`src/rtl/tdc_pulse_pair_gen.sv`:
```
// Start/stop pulse-pair generator for TDC bring-up: emits bursts of pairs with a
// cycle-exact interval and period. Optional interval sweep under TDC_PULSE_GEN_SWEEP_EN.
module tdc_pulse_pair_gen #(
    parameter int CNT_WIDTH          = 16,
    parameter int PULSE_WIDTH_CYCLES = 4,
    parameter int CLOCK_PERIOD_PS    = 10000
) (
    input  logic                 clk,
    input  logic                 rst_n,
    input  logic                 cfg_valid,
    output logic                 cfg_ready,
    input  logic [CNT_WIDTH-1:0] cfg_interval,
    input  logic [CNT_WIDTH-1:0] cfg_period,
    input  logic [CNT_WIDTH-1:0] cfg_count,
    input  logic [CNT_WIDTH-1:0] cfg_step,
    input  logic                 abort,
    output logic                 tdc_start_out,
    output logic                 tdc_stop_out,
    output logic                 busy,
    output logic                 done,
    output logic                 cfg_error,
    output logic [CNT_WIDTH-1:0] pair_count,
    output logic [31:0]          expected_ps
);

    typedef enum logic {
        S_IDLE,
        S_RUN
    } state_t;

    // One extra bit so interval + pulse width never wraps in the comparisons.
    localparam logic [CNT_WIDTH:0]   PW_EXT = (CNT_WIDTH + 1)'(PULSE_WIDTH_CYCLES);
    localparam logic [31:0]          CLK_PS = 32'(CLOCK_PERIOD_PS);
    localparam logic [CNT_WIDTH-1:0] ONE    = CNT_WIDTH'(1);

    function automatic logic start_at(input logic [CNT_WIDTH-1:0] ph);
        return {1'b0, ph} < PW_EXT;
    endfunction

    function automatic logic stop_at(input logic [CNT_WIDTH-1:0] ph,
                                     input logic [CNT_WIDTH-1:0] iv);
        return ({1'b0, ph} >= {1'b0, iv}) && ({1'b0, ph} < ({1'b0, iv} + PW_EXT));
    endfunction

    function automatic logic cfg_ok(input logic [CNT_WIDTH-1:0] iv,
                                    input logic [CNT_WIDTH-1:0] pd);
        return (iv != '0) && ({1'b0, pd} > ({1'b0, iv} + PW_EXT));
    endfunction

    state_t               state_q, state_d;
    logic [CNT_WIDTH-1:0] ph_q, ph_d;
    logic [CNT_WIDTH-1:0] interval_q, interval_d;
    logic [CNT_WIDTH-1:0] period_q, period_d;
    logic [CNT_WIDTH-1:0] count_q, count_d;
    logic [CNT_WIDTH-1:0] pair_count_q, pair_count_d;
    logic                 start_q, start_d;
    logic                 stop_q, stop_d;
    logic                 busy_q, busy_d;
    logic                 done_q, done_d;
    logic                 cfg_error_q, cfg_error_d;
    logic                 cfg_ready_q, cfg_ready_d;
    logic [31:0]          expected_ps_q, expected_ps_d;

    logic                 accept;
    logic                 accept_ok;
    logic [CNT_WIDTH-1:0] iv_next;
    logic                 sweep_fail;

    assign accept    = (state_q == S_IDLE) && cfg_valid && cfg_ready_q;
    assign accept_ok = accept && cfg_ok(cfg_interval, cfg_period);

`ifdef TDC_PULSE_GEN_SWEEP_EN
    logic [CNT_WIDTH-1:0] step_q, step_d;
    logic [CNT_WIDTH:0]   iv_sum;

    always_comb begin
        step_d = step_q;
        if (accept_ok) begin
            step_d = cfg_step;
        end
    end

    always_ff @(posedge clk or negedge rst_n) begin
        if (!rst_n) begin
            step_q <= '0;
        end else begin
            step_q <= step_d;
        end
    end

    // The carry bit flags a sweep that would overflow the interval counter.
    assign iv_sum     = {1'b0, interval_q} + {1'b0, step_q};
    assign iv_next    = iv_sum[CNT_WIDTH-1:0];
    assign sweep_fail = iv_sum[CNT_WIDTH] || !cfg_ok(iv_next, period_q);
`else
    logic unused_step;

    assign unused_step = ^cfg_step;
    assign iv_next     = interval_q;
    assign sweep_fail  = 1'b0;
`endif

    // NOTE: every signal gets a default before the case so no path leaves a latch.
    always_comb begin
        state_d       = state_q;
        ph_d          = ph_q;
        interval_d    = interval_q;
        period_d      = period_q;
        count_d       = count_q;
        pair_count_d  = pair_count_q;
        expected_ps_d = expected_ps_q;
        start_d       = 1'b0;
        stop_d        = 1'b0;
        done_d        = 1'b0;
        cfg_error_d   = 1'b0;

        case (state_q)
            S_IDLE: begin
                if (accept_ok) begin
                    state_d       = S_RUN;
                    interval_d    = cfg_interval;
                    period_d      = cfg_period;
                    count_d       = cfg_count;
                    pair_count_d  = '0;
                    ph_d          = '0;
                    start_d       = start_at('0);
                    stop_d        = stop_at('0, cfg_interval);
                    expected_ps_d = 32'(cfg_interval) * CLK_PS;
                end else if (accept) begin
                    cfg_error_d = 1'b1;
                end
            end

            S_RUN: begin
                if (abort) begin
                    state_d = S_IDLE;
                end else if (ph_q == period_q - ONE) begin
                    pair_count_d = pair_count_q + ONE;
                    if ((count_q != '0) && (pair_count_d == count_q)) begin
                        state_d = S_IDLE;
                        done_d  = 1'b1;
                    end else if (sweep_fail) begin
                        state_d     = S_IDLE;
                        done_d      = 1'b1;
                        cfg_error_d = 1'b1;
                    end else begin
                        ph_d          = '0;
                        interval_d    = iv_next;
                        start_d       = start_at('0);
                        stop_d        = stop_at('0, iv_next);
                        expected_ps_d = 32'(iv_next) * CLK_PS;
                    end
                end else begin
                    ph_d    = ph_q + ONE;
                    start_d = start_at(ph_d);
                    stop_d  = stop_at(ph_d, interval_q);
                end
            end

            default: state_d = S_IDLE;
        endcase

        busy_d      = (state_d == S_RUN);
        cfg_ready_d = (state_d == S_IDLE);
    end

    // NOTE: sequential state uses non-blocking assignments only, so all flops
    // sample the same pre-edge values regardless of statement order.
    always_ff @(posedge clk or negedge rst_n) begin
        if (!rst_n) begin
            state_q       <= S_IDLE;
            ph_q          <= '0;
            interval_q    <= '0;
            period_q      <= '0;
            count_q       <= '0;
            pair_count_q  <= '0;
            start_q       <= 1'b0;
            stop_q        <= 1'b0;
            busy_q        <= 1'b0;
            done_q        <= 1'b0;
            cfg_error_q   <= 1'b0;
            cfg_ready_q   <= 1'b1;
            expected_ps_q <= '0;
        end else begin
            state_q       <= state_d;
            ph_q          <= ph_d;
            interval_q    <= interval_d;
            period_q      <= period_d;
            count_q       <= count_d;
            pair_count_q  <= pair_count_d;
            start_q       <= start_d;
            stop_q        <= stop_d;
            busy_q        <= busy_d;
            done_q        <= done_d;
            cfg_error_q   <= cfg_error_d;
            cfg_ready_q   <= cfg_ready_d;
            expected_ps_q <= expected_ps_d;
        end
    end

    assign cfg_ready     = cfg_ready_q;
    assign tdc_start_out = start_q;
    assign tdc_stop_out  = stop_q;
    assign busy          = busy_q;
    assign done          = done_q;
    assign cfg_error     = cfg_error_q;
    assign pair_count    = pair_count_q;
    assign expected_ps   = expected_ps_q;

endmodule
```
`config.mk`:
```
export PLATFORM = sky130hd
export DESIGN_NAME = tdc_pulse_pair_gen
export DESIGN_NICKNAME = d
export VERILOG_FILES = /design/src/rtl/tdc_pulse_pair_gen.sv
export SDC_FILE = /design/constraint.sdc
export NUM_CORES = 1
export LEC_CHECK = 0
export ABC_AREA = 1
export CAP_MARGIN = 10
export CORE_ASPECT_RATIO = 1.75
export CORE_MARGIN = 1.5
export CORE_UTILIZATION = 60
export DETAILED_ROUTE_END_ITERATION = 7
export GPL_ROUTABILITY_DRIVEN = 0
export PLACE_DENSITY = 0.82
export SLEW_MARGIN = 30
export SYNTH_ARGS = -nofsm -noshare
export SYNTH_HDL_FRONTEND = slang
export SYNTH_SLANG_ARGS = --single-unit
```
`constraint.sdc`:
```
create_clock -name clk -period 11.95 [get_ports clk]
set_input_delay 1.7925 -clock clk [delete_from_list [all_inputs] [get_ports clk]]
set_output_delay 1.7925 -clock clk [all_outputs]
set_load 0.02 [all_outputs]
```
==> results.py <==
metrics = {
    "synthesis": {
        "synth-compound-area-share": 0.0829,
        "synth.cell_area_um2": 14500,
        "ys_warn_count": 0,
        "syn_inst": 1990,
        "synth.top_cell.area_share": 0.198,
        "ys_types": 50,
        "synth_seq_cells": 112,
        "synth-simple-area-share": 0.279,
        "synth_xor_area_frac": 0.0371,
        "synth_top_family_by_area": "adder cells",
        "yosys.area.top_type": "ha_1",
        "synth.avg_cell_area_um2": 7.29,
        "ys_seq_area_frac": 0.193,
        "synthMuxAreaShare": 0.00931,
        "synth_adder_area_share": 0.295,
        "synth_area_leaders": "ha_1, dfrtp_1, nand2_1",
    },
    "clock_tree": {
        "clkTransAtPathRegs_ps": 80,
        "ctsLongestPathBuffers": 2,
        "htreeDepth": 3,
        "clock_latency_ps": 370,
        "post_cts_buffers": 0,
        "clock-root-buffer": "clkbuf_16",
        "cts_buffers": 9,
        "cts_resized": 0,
        "cts.sinks": 112,
        "cts_hold_buf": 0,
        "cts_tree": "yes",
    },
    "sta": {
        "fin_tns_setup_ps": 0,
        "hold_violations": 0,
        "fmax_mhz": 149,
        "report.final.setup_viol": 0,
        "slew_headroom": 0.416,
        "rsz0062_at_grt": "false",
        "skew_ps": 11.1,
        "timing.final.crit_share": 0.563,
        "min_period_ps": 6730,
        "final_max_slew_viol_count": 0,
        "worst_pin_slew_ps": 876,
    },
    "worst_hold_path": {
        "hold_class": "flop to flop",
        "whs_endpoint": "expected_ps[22]$_DFFE_PN0P_",
        "holdCritStartpoint": "expected_ps[22]$_DFFE_PN0P_",
        "hold_depth": 2,
    },
    "routing": {
        "post_drt_wl_per_cell_um": 17.5,
        "vias": 13948,
        "drt_pass1_iterations": 6,
        "antenna_left": 0,
        "drt-initial-drc-count": 946,
        "wl_mm": 41.5,
        "drc": 0,
        "viasPerCell": 5.87,
    },
    "final_layout": {
        "fin_area_um2": 16000,
        "register_area_um2": 2810,
        "diodes": 0,
        "syn_to_final_growth_pct": 10.3,
        "fin_nets": 2432,
        "fillers": 2037,
        "multiInputGateArea_um2": 10200,
        "drive_above_1_share": 0.0396,
    },
    "setup_path": {
        "crit_chain": "clkdlybuf4s50_1, inv_1, fa_1, inv_1, ha_1, fa_1, ha_1, inv_1, fa_1, inv_1, ha_1, a21oi_1, o21ai_0, inv_1, o21ai_0, o21ai_0, o21ai_0, nand4_1, nand2_1",
        "cp_max_fo": 6,
        "r2r-end": "expected_ps[23]$_DFFE_PN0P_",
        "startpoint_type": "input port",
        "critPathRequiredTime_ps": 12220,
        "end_kind": "flop",
        "crit_top_cell": "inv_1",
        "crit_arrival_ps": 7000,
        "critPathKind": "input port to flop",
        "rrSetupSlack_ps": 6500,
        "rr_startpoint": "interval_q[6]$_DFFE_PN0P_",
        "max_stage_delay_ps": 710,
        "r2r_cells": 20,
        "cp_slowest_cell": "clkdlybuf4s50_1",
    },
    "global_route": {
        "track_usage": 0.335,
        "gr-usage-met1": 0.341,
        "grt-ovfl-total": 0,
        "met3_usage": 0.0393,
        "antenna_found_initial": 0,
        "grt_max_degree": 73,
        "grt_pass1_vias": 13811,
        "grt_util_met2": 0.618,
        "grt_pass1_wl_mm": 66.6,
        "busiest_layer": "met2",
    },
    "place": {
        "numPortBuffers": 99,
        "dpl.hpwl_mm": 32.8,
        "dpl_cell_area_um2": 15700,
    },
    "die": {
        "start_util": 0.609,
        "die_area_um2": 25200,
        "rows": 75,
        "die_h_um": 209,
        "die_x_um": 121,
        "core_um2": 23800,
        "io_pins": 122,
    },
    "run": {
        "drv_cap": 0,
    },
    "outcome": {
        "status": "complete, no violations",
    },
}
## cells in the final DEF (no fill, tap or decap), drive strengths merged, types with 3 or more instances in the layout
cell type,instances
nand2,438
nand3b,15
inv,334
nor3,18
clkdlybuf4s50,98
xor2,46
o211ai,3
clkbuf,11
nand4,97
a21o,6
o31ai,4
a21oi,96
nand3,131
o21ai,103
or2,4
mux2,12
nor2,192
buf,6
fa,70
ha,230
dfrtp,111
o21a,5
xnor2,12
conb,6
## cells in the mapped netlist (all sizes together)
cell type  number
nor3b           2
xnor2          12
nand3b         15
inv           332
nand3         131
dfrtp         111
ha            230
xnor3           1
a21oi          96
nor4            2
or2             4
o21a            5
o31ai           4
dfstp           1
a21boi          2
buf            34
a31oi           1
o211ai          3
o21ai         103
o22ai           2
clkbuf         12
o21bai          2
mux2           12
nor2          192
nand2         438
nor2b           2
and2            2
nand4          97
nor3           18
a211oi          1
fa             70
a21o            6
conb            1
xor2           46
## flip-flops by register name, indices dropped and copies added (netlist names)
signal and flops:
busy 1, cfg_error 1, cfg_ready 1, count_q 16, done 1, expected_ps 26, interval_q 16, pair_count 16
period_q 16, ph_q 16, tdc_start_out 1, tdc_stop_out 1
## worst max-delay path, delay by kind of cell
| kind | cells | cell delay (ps) |
|---|---|---|
| AO/OA/AOI/OAI | 5 | 1280 |
| AND/OR/NAND/NOR | 2 | 210 |
| adder cells (fa/ha/maj) | 6 | 2510 |
| buffers and inverters | 6 | 1200 |
## metrics by stage
stage / hold slack (ps) / util / cells / setup WS [ps]
after floorplan: 475 / - / 1995 / 6510
after global placement: 461 / 0.659 / 2361 / 5110
after detailed placement: 461 / 0.659 / 2361 / 5050
after CTS: 484 / 0.671 / 2377 / 5430
after global routing: 502 / 0.672 / 2377 / 5000
final: 483 / 0.672 / 2377 / 5220
## area by class of cell
class                   instances  share of cell area
clock buffers                  11              0.0152
well taps                     308              0.0241
flip-flops and latches        112               0.175
clock inverters                 5             0.00399
repair buffers                104              0.0641
inverters                     332              0.0779
multi-input cells            1505               0.640
## worst max path at each step
stage,from,endpoint,slack (ps),depth (start not counted)
6_report,cfg_interval[7],expected_ps[18]$_DFFE_PN0P_,5220,19
5_1_grt,cfg_interval[4],expected_ps[21]$_DFFE_PN0P_,5000,23
4_1_cts,cfg_interval[7],expected_ps[18]$_DFFE_PN0P_,5430,19
3_5_place_dp,cfg_interval[7],expected_ps[18]$_DFFE_PN0P_,5050,19
3_3_place_gp,cfg_interval[7],expected_ps[18]$_DFFE_PN0P_,5110,19
2_1_floorplan,cfg_interval[4],expected_ps[25]$_DFFE_PN0P_,6510,23
## metal layers
| layer | vias up | part of all wire | routed length, µm |
|---|---|---|---|
| li1 | 6601 | - | - |
| met1 | 6502 | 0.35 | 14300 |
| met2 | 614 | 0.52 | 21600 |
| met3 | 231 | 0.049 | 2020 |
| met4 | 0 | 0.086 | 3580 |
| met5 | - | 0 | 0 |
## logic make-up after synthesis
kind of cell               count (synthesis)
other                                      1
and+or+nand+nor                          903
xor gates and xnor gates                  59
AOI/OAI and AO/OA                        225
buffers and inverters                    378
adders and majority gates                300
DFF                                      112
muxes                                     12
Power is left out: the tool's default activity adds up to more than one toggle a clock period on the data nets, which glitch-free logic cannot reach.
